`src/rtl/imem_loader.sv`:
```
// Boot-time instruction memory loader: framed byte stream -> byte writes, checksum verify, core reset gating.
// Optional zero fill of the unused memory tail is enabled by defining LOADER_ZERO_FILL_EN.
module imem_loader #(
    parameter int DEPTH = 1024,
    parameter int AW    = 10
) (
    input  logic          clk,
    input  logic          rst,
    input  logic          start,
    input  logic          in_valid,
    input  logic [7:0]    in_data,
    output logic          in_ready,
    output logic          mem_we,
    output logic [AW-1:0] mem_addr,
    output logic [7:0]    mem_wdata,
    output logic          core_rst,
    output logic          busy,
    output logic          done,
    output logic          err
);

    typedef enum logic [2:0] {
        S_IDLE   = 3'd0,
        S_LEN_HI = 3'd1,
        S_LEN_LO = 3'd2,
        S_DATA   = 3'd3,
        S_CSUM   = 3'd4,
`ifdef LOADER_ZERO_FILL_EN
        S_FILL   = 3'd5,
`endif
        S_DONE   = 3'd6,
        S_ERR    = 3'd7
    } state_t;

    localparam logic [16:0] DEPTH_L = 17'(DEPTH);

    state_t        state_r, state_s;
    logic [15:0]   len_r;
    logic [AW:0]   addr_r;
    logic [7:0]    sum_r;
    logic          in_ready_r, mem_we_r, core_rst_r, busy_r, done_r, err_r;
    logic [AW-1:0] mem_addr_r;
    logic [7:0]    mem_wdata_r;

    logic          accept_s, len_bad_s, last_byte_s, addr_full_s;
    logic [15:0]   len_s;
    logic [AW:0]   addr_next_s;
    logic          in_ready_s, busy_s, done_s, err_s, core_rst_s;

    assign accept_s    = in_valid & in_ready_r;
    assign len_s       = {len_r[15:8], in_data};
    assign len_bad_s   = (len_s == 16'd0) || ({1'b0, len_s} > DEPTH_L) || (len_s[1:0] != 2'b00);
    assign addr_next_s = addr_r + {{AW{1'b0}}, 1'b1};
    assign last_byte_s = (17'(addr_next_s) == {1'b0, len_r});
    // The counter is one bit wider than the address so DEPTH itself marks "past the end".
    assign addr_full_s = (17'(addr_r) == DEPTH_L);

    // Next-state logic
    always_comb begin
        state_s = state_r;
        case (state_r)
            S_IDLE:   if (start) state_s = S_LEN_HI; else state_s = S_IDLE;
            S_LEN_HI: if (accept_s) state_s = S_LEN_LO; else state_s = S_LEN_HI;
            S_LEN_LO: begin
                if (accept_s) state_s = len_bad_s ? S_ERR : S_DATA;
                else          state_s = S_LEN_LO;
            end
            S_DATA:   if (accept_s && last_byte_s) state_s = S_CSUM; else state_s = S_DATA;
            S_CSUM: begin
                if (accept_s) begin
                    if (in_data == sum_r) begin
`ifdef LOADER_ZERO_FILL_EN
                        state_s = addr_full_s ? S_DONE : S_FILL;
`else
                        state_s = S_DONE;
`endif
                    end else begin
                        state_s = S_ERR;
                    end
                end else begin
                    state_s = S_CSUM;
                end
            end
`ifdef LOADER_ZERO_FILL_EN
            S_FILL:   if (addr_full_s) state_s = S_DONE; else state_s = S_FILL;
`endif
            S_DONE:   if (start) state_s = S_LEN_HI; else state_s = S_DONE;
            S_ERR:    if (start) state_s = S_LEN_HI; else state_s = S_ERR;
            default:  state_s = S_IDLE;
        endcase
    end

    // Output levels decoded from the upcoming state so they can be registered
    always_comb begin
        in_ready_s = 1'b0;
        busy_s     = 1'b0;
        done_s     = 1'b0;
        err_s      = 1'b0;
        core_rst_s = 1'b1;
        case (state_s)
            S_LEN_HI, S_LEN_LO, S_DATA, S_CSUM: begin
                in_ready_s = 1'b1;
                busy_s     = 1'b1;
            end
`ifdef LOADER_ZERO_FILL_EN
            S_FILL:  busy_s = 1'b1;
`endif
            S_DONE: begin
                done_s     = 1'b1;
                core_rst_s = 1'b0;
            end
            S_ERR:   err_s = 1'b1;
            default: in_ready_s = 1'b0;
        endcase
    end

    // State and registered status outputs
    always_ff @(posedge clk or posedge rst) begin
        if (rst) begin
            state_r    <= S_IDLE;
            in_ready_r <= 1'b0;
            busy_r     <= 1'b0;
            done_r     <= 1'b0;
            err_r      <= 1'b0;
            core_rst_r <= 1'b1;
        end else begin
            state_r    <= state_s;
            in_ready_r <= in_ready_s;
            busy_r     <= busy_s;
            done_r     <= done_s;
            err_r      <= err_s;
            core_rst_r <= core_rst_s;
        end
    end

    // Length capture, address/checksum counters and the registered write port
    always_ff @(posedge clk or posedge rst) begin
        if (rst) begin
            len_r       <= 16'd0;
            addr_r      <= '0;
            sum_r       <= 8'd0;
            mem_we_r    <= 1'b0;
            mem_addr_r  <= '0;
            mem_wdata_r <= 8'd0;
        end else begin
            mem_we_r <= 1'b0;
            case (state_r)
                S_LEN_HI: if (accept_s) len_r[15:8] <= in_data;
                S_LEN_LO: if (accept_s) len_r <= len_s;
                S_DATA: begin
                    if (accept_s) begin
                        mem_we_r    <= 1'b1;
                        mem_addr_r  <= addr_r[AW-1:0];
                        mem_wdata_r <= in_data;
                        addr_r      <= addr_next_s;
                        sum_r       <= sum_r + in_data;
                    end
                end
`ifdef LOADER_ZERO_FILL_EN
                S_FILL: begin
                    if (!addr_full_s) begin
                        mem_we_r    <= 1'b1;
                        mem_addr_r  <= addr_r[AW-1:0];
                        mem_wdata_r <= 8'h00;
                        addr_r      <= addr_next_s;
                    end
                end
`endif
                S_IDLE, S_DONE, S_ERR: begin
                    if (start) begin
                        addr_r <= '0;
                        sum_r  <= 8'd0;
                    end
                end
                default: mem_we_r <= 1'b0;
            endcase
        end
    end

    assign in_ready  = in_ready_r;
    assign mem_we    = mem_we_r;
    assign mem_addr  = mem_addr_r;
    assign mem_wdata = mem_wdata_r;
    assign core_rst  = core_rst_r;
    assign busy      = busy_r;
    assign done      = done_r;
    assign err       = err_r;

endmodule

```
`config.mk`:
```
export PLATFORM = sky130hd
export DESIGN_NAME = imem_loader
export DESIGN_NICKNAME = d
export VERILOG_FILES = /design/src/rtl/imem_loader.sv
export SDC_FILE = /design/constraint.sdc
export NUM_CORES = 1
export LEC_CHECK = 0
export CAP_MARGIN = 25
export CELL_PAD_IN_SITES_DETAIL_PLACEMENT = 1
export CELL_PAD_IN_SITES_GLOBAL_PLACEMENT = 1
export CORE_AREA = 2 2 95 97
export CTS_CLUSTER_SIZE = 12
export DETAILED_ROUTE_END_ITERATION = 8
export DIE_AREA = 0 0 97 99
export GPL_ROUTABILITY_DRIVEN = 1
export PLACE_DENSITY_LB_ADDON = 0.1
export SYNTH_ARGS = -nofsm -noshare
export SYNTH_HDL_FRONTEND = slang
export SYNTH_SLANG_ARGS = --single-unit
```
`constraint.sdc`:
```
create_clock -name clk -period 1.9 [get_ports clk]
set_clock_uncertainty 0.2 [all_clocks]
set_input_delay 0.38 -clock clk [delete_from_list [all_inputs] [get_ports clk]]
set_output_delay 0.38 -clock clk [all_outputs]
set_load 0.03 [all_outputs]
```
## Word level (Yosys, flattened, before mapping)

Cells that the tools add are included.

| operators by class | value |
|---|---|
| $lt $le $gt $ge | 1 |
| eq/ne operators | 16 |
| multiplexer cells | 24 |
| reductions and logical operators | 13 |
| add/sub/neg operators | 2 |
| bitwise logic cells | 2 |

Operator list:

| kind | count |
|---|---|
| $pmux 8 s2 | 2 |
| $mux 8 | 3 |
| $mux 11 | 2 |
| $pmux 11 s2 | 1 |
| $pmux 3 s7 | 1 |
| $eq 3x3->1 const B | 6 |
| $mux 3 | 6 |
| $eq 11x16->1 | 1 |
| $gt 16x11->1 const B | 1 |
| $logic_not 16->1 | 1 |
| $eq 3x2->1 const B | 4 |
| $add 11x1->11 const B | 1 |
| $add 8x8->8 | 1 |
| $eq 8x8->1 | 1 |
| $mux 1 | 8 |
| $eq 3x1->1 const B | 2 |
| $reduce_and 3->1 | 2 |
| $ne 2x2->1 const B | 2 |
| $reduce_and 2->1 | 2 |
| $reduce_bool 2->1 | 2 |
| $reduce_or 4->1 | 1 |
| $logic_not 3->1 | 1 |
| $reduce_or 3->1 | 1 |
| $logic_or 1x1->1 | 2 |
| other kinds (4) | 4 |

| storage, ports and cells | value |
|---|---|
| flip-flop bits (word level) | 61 |
| word-level logic and storage cells | 70 |

## Logic depth before layout (Yosys ltp)

| logic depth | value |
|---|---|
| word-level depth | 9 |
| depth in mapped cells | 9 |
| mapped depth without buffers | 8 |

## Worst setup path before layout

Ideal clock, no wire load.

| timing path | value |
|---|---|
| kind | register -> register |
| start | reg addr_r[0] |
| end | reg state_r[2] |
| stages on the path, launching flop included | 9 |
| buffers on the path | 1 |
| setup slack | -0.226 ns |
| arrival | 1.805 ns |
| library setup time | 0.121 ns |
| cells stage by stage | dfrtp_1 > ha_1 > and3_1 > and3_1 > buf_2 > a21boi_0 > o32ai_2 > nor3_1 > a22o_1 |

| on the way | value |
|---|---|
| word-level cells in the longest chain between the ends | 5 |

Ends and longest elaborated chain:

| item | line | source |
|---|---|---|
| from (decl) | 39 | `logic [AW:0] addr_r;` |
| from (signal assigned) | 155 | `addr_r <= addr_next_s;` |
| $add 11x1->11 | 53 | `assign addr_next_s = addr_r + {{AW{1'b0}}, 1'b1};` |
| $eq 11x16->1 | 54 | `assign last_byte_s = (17'(addr_next_s) == {1'b0, len_r});` |
| $logic_and 1x1->1 | 68 | `S_DATA: if (accept_s && last_byte_s) state_s = S_CSUM; else state_s = S_DATA;` |
| $mux 3 | 68 |  |
| $pmux 3 s7 | 61 | `case (state_r)` |
| net state_s[2] | 37 | `state_t state_r, state_s;` |
| to (signal assigned) | 127 | `state_r <= state_s;` |
| to (decl) | 37 |  |

The timed path passes the listed nets, and every way through them passes these cells.
A chain may end at the register's enable or synchronous reset.

## Final worst setup path

| timing path | value |
|---|---|
| start | reg sum_r[2] |
| end | reg core_rst_r, in the netlist core_rst |

| on the way | value |
|---|---|
| word-level cells in the longest chain between the ends | 6 |

Ends and longest elaborated chain:

| item | line | source |
|---|---|---|
| from (decl) | 40 | `logic [7:0] sum_r;` |
| from (signal assigned) | 156 | `sum_r <= sum_r + in_data;` |
| $eq 8x8->1 | 71 | `if (in_data == sum_r) begin` |
| $mux 1 | 71 |  |
| $mux 3 | 70 | `if (accept_s) begin` |
| $pmux 3 s7 | 61 |  |
| $eq 3x3->1 | 100 | `case (state_s)` |
| $mux 1 | 100 |  |
| net core_rst_s | 48 | `logic in_ready_s, busy_s, done_s, err_s, core_rst_s;` |
| to (signal assigned) | 132 | `core_rst_r <= core_rst_s;` |
| to (decl) | 41 | `logic in_ready_r, mem_we_r, core_rst_r, busy_r, done_r, err_r;` |

The timed path passes the listed nets, and every way through them passes these cells.

==> flow_metrics.tcl <==
set metrics [dict create \
    num_io_pins 36 \
    cts_buffers 9 \
    viasPerCell 5.26 \
    slew_violations 0 \
    mostFrequentLayoutCell "buf_4" \
    postSynthAreaPerCell_sq_um 9.58 \
    cell_internal_pwr_uw 3860 \
    violations "setup timing" \
    min_period_ns 2.16 \
    dp_slack_ns -0.699 \
    hold_path.class "in -> async" \
    syn_to_final_growth_pct 46.7 \
    clock-sinks 61 \
    postRouteAntennaNets 0 \
    nets 471 \
    syn-num-nets 361 \
    netlist_area_sq_mm 0.00326 \
    die_y_um 99 \
    cts_hold_buf 0 \
    setup_ws_ns -0.262 \
    ys_warn_count 0 \
    yosys.cell_types.count 53 \
    cp.arrival_ns 2.23 \
    dr.pass1.iters 4 \
    track_usage_pct 21.5 \
    synth_flop_cell "dfrtp_1" \
    tightest_slew_ns 0.408 \
    grt_pass1_vias 3218 \
    clkPwrFrac_pct 17.3 \
    coreArea_sq_mm 0.00855 \
    io_buffers 35 \
    fin_area_sq_mm 0.00478 \
    cts_max_level 3 \
    relSlewSlack_pct 72.8 \
    outcome "complete, but fails checks" \
    grt_pass1_wl_mm 16.3 \
    seq_power_share_pct 31.7 \
    cts_tree "built" \
    cts_root_buffer "clkbuf_8" \
    postPlaceCellArea_sq_mm 0.00435 \
    vias 2959 \
    wire_per_inst_um 17.8 \
    swShare_pct 40.9 \
    clock_latency_ns 0.35 \
    max_freq_ghz 0.463 \
    fin_setup_tns_ns -1.59 \
    antenna_cells 0 \
    synth_edf_count 0 \
    rows 34 \
    hold_viol 0 \
    p_comb_share_pct 51.0 \
    grt_overflow_total 0 \
    cp-start-kind "flop" \
    p_leak_uw 0.00225 \
    power_density_mw_per_mm2 1370 \
    peakVddDrop_mv 0.629 \
    whs_ns 0.232 \
    drive_above_1_share_pct 35.4 \
    path_class "reg -> reg" \
    grt_setup_unrepaired "true" \
    hpwl_mm 7.10 \
    layout_common_cells "72 x buf_4, 68 x nand2_1, 57 x dfrtp_1" \
    crit_fanout 4 \
    place.gp.congestion 0.864 \
    wl_mm 10.0 \
    drt_iter0_drc 70 \
    yosys_register_bits 61 \
    cp-end-kind "flop" \
    initial_core_util_pct 38.1 \
    total_power_uw 6540 \
    grt_max_degree 34 \
    period_share_pct 114 \
    required_ns 1.96 \
    setup_viol 9 \
    die_w_um 97 \
    cts_buffer_depth 2 \
    synthArstFlopShare_pct 100 \
    syn_inst 340 \
    cts.clk_slew.worst_paths_ns 0.09 \
    drc_errors 0 \
    antenna_found_initial 0 \
    ys_seq_area_share_pct 46.9 \
    p_sw_uw 2680 \
    dieArea_sq_mm 0.00960 \
    drv_cap 0 \
]
[path summary, 6_finish.rpt]
| path | cells after the start | endpoint | slack (ns) | startpoint |
|---|---|---|---|---|
| setup / recovery | 6 | core_rst | -0.26 | sum_r[2] |
| hold / removal | 3 | mem_addr[0] | 0.23 | rst |
| setup reg to reg | 6 | core_rst | -0.26 | sum_r[2] |
| hold reg to reg | 2 | mem_addr[6] | 0.27 | mem_addr[6] |
| max in group asynchronous | 3 | core_rst | 0.99 | rst |
| min in group clk | 2 | mem_addr[6] | 0.27 | mem_addr[6] |
[routing by layer]
layer | GRT usage, % | part of all wire, %
met4 | 6.18 | 1.3
met2 | 37.6 | 50
met3 | 3.83 | 2.3
met1 | 27.5 | 46
met5 | 0 | 0
[critical path: stages (launching register included)]
cell and delay, ns:
dfrtp_1 0.41, ha_4 0.26, nor4_4 0.29, a311oi_1 0.12
o21ai_1 0.24, nand3_1 0.14, or3_1 0.40
[state kept, by name, indices dropped and copies added (netlist names)]
name       cells
busy           1
len_r         16
err            1
sum_r          8
core_rst       1
state_r        3
mem_wdata      8
mem_addr      10
mem_we         1
done           1
addr_r        11
[synth_stat cells, types with 6 or more instances]
cell      number  area share (%)
and3_1         8             1.5
nor2_1        13             1.5
buf_2          6            0.92
o21ai_1       10             1.5
nand3_1       12             1.8
a21oi_1        9             1.4
xor2_1         7             1.9
clkbuf_1       6            0.69
xnor2_1       10             2.7
o21ai_0       14             2.2
nand2_1       71             8.2
mux2_2        16             5.5
dfrtp_1       60              46
nor3_1         9             1.4
ha_1           8             3.1
[stage by stage]
| step | std cells | util, % |
|---|---|---|
| finish | 563 | 55.9 |
| global route | 563 | 55.9 |
| CTS | 557 | 54.8 |
| detailed placement | 536 | 50.8 |
| global placement | 536 | 50.8 |
| floorplan | 340 | - |
[cell type report]
cell class	instances	area, sq um
Inverter	6	26.3
Multi-Input combinational cell	254	1870
Sequential cell	61	1530
Clock buffer	9	124
Clock inverter	7	56.3
Fill cell	961	3770
Tap cell	108	135
Timing Repair Buffer	118	1040
[power groups by stage]
stage / registers [uW] / clock network (uW) / logic [uW]
6_report: 2070 / 1130 / 3330
5_1_grt: 2120 / 1200 / 3610
4_1_cts: 2060 / 1150 / 3190
3_5_place_dp: 2060 / 0 / 3030
3_3_place_gp: 2040 / 0 / 2930
2_1_floorplan: 2220 / 0 / 1580
[cells by family after synthesis]
kind of cell | count (synthesis) | share of synthesized area, %
compound gates | 67 | 13.9
xor+xnor | 17 | 4.57
fa+ha+maj | 9 | 3.69
buf+inv | 25 | 3.80
flops | 61 | 46.9
mux | 19 | 6.45
simple gates | 142 | 20.7
[what timing repair did]
action / 4_1_cts / 5_1_grt
pin swaps: 18 / 16
setup buffers: 7 / 6
setup endpoints to repair: 39 / 24
gates resized for setup: 58 / 13
Note: power is estimated with default switching activity, not from simulation.
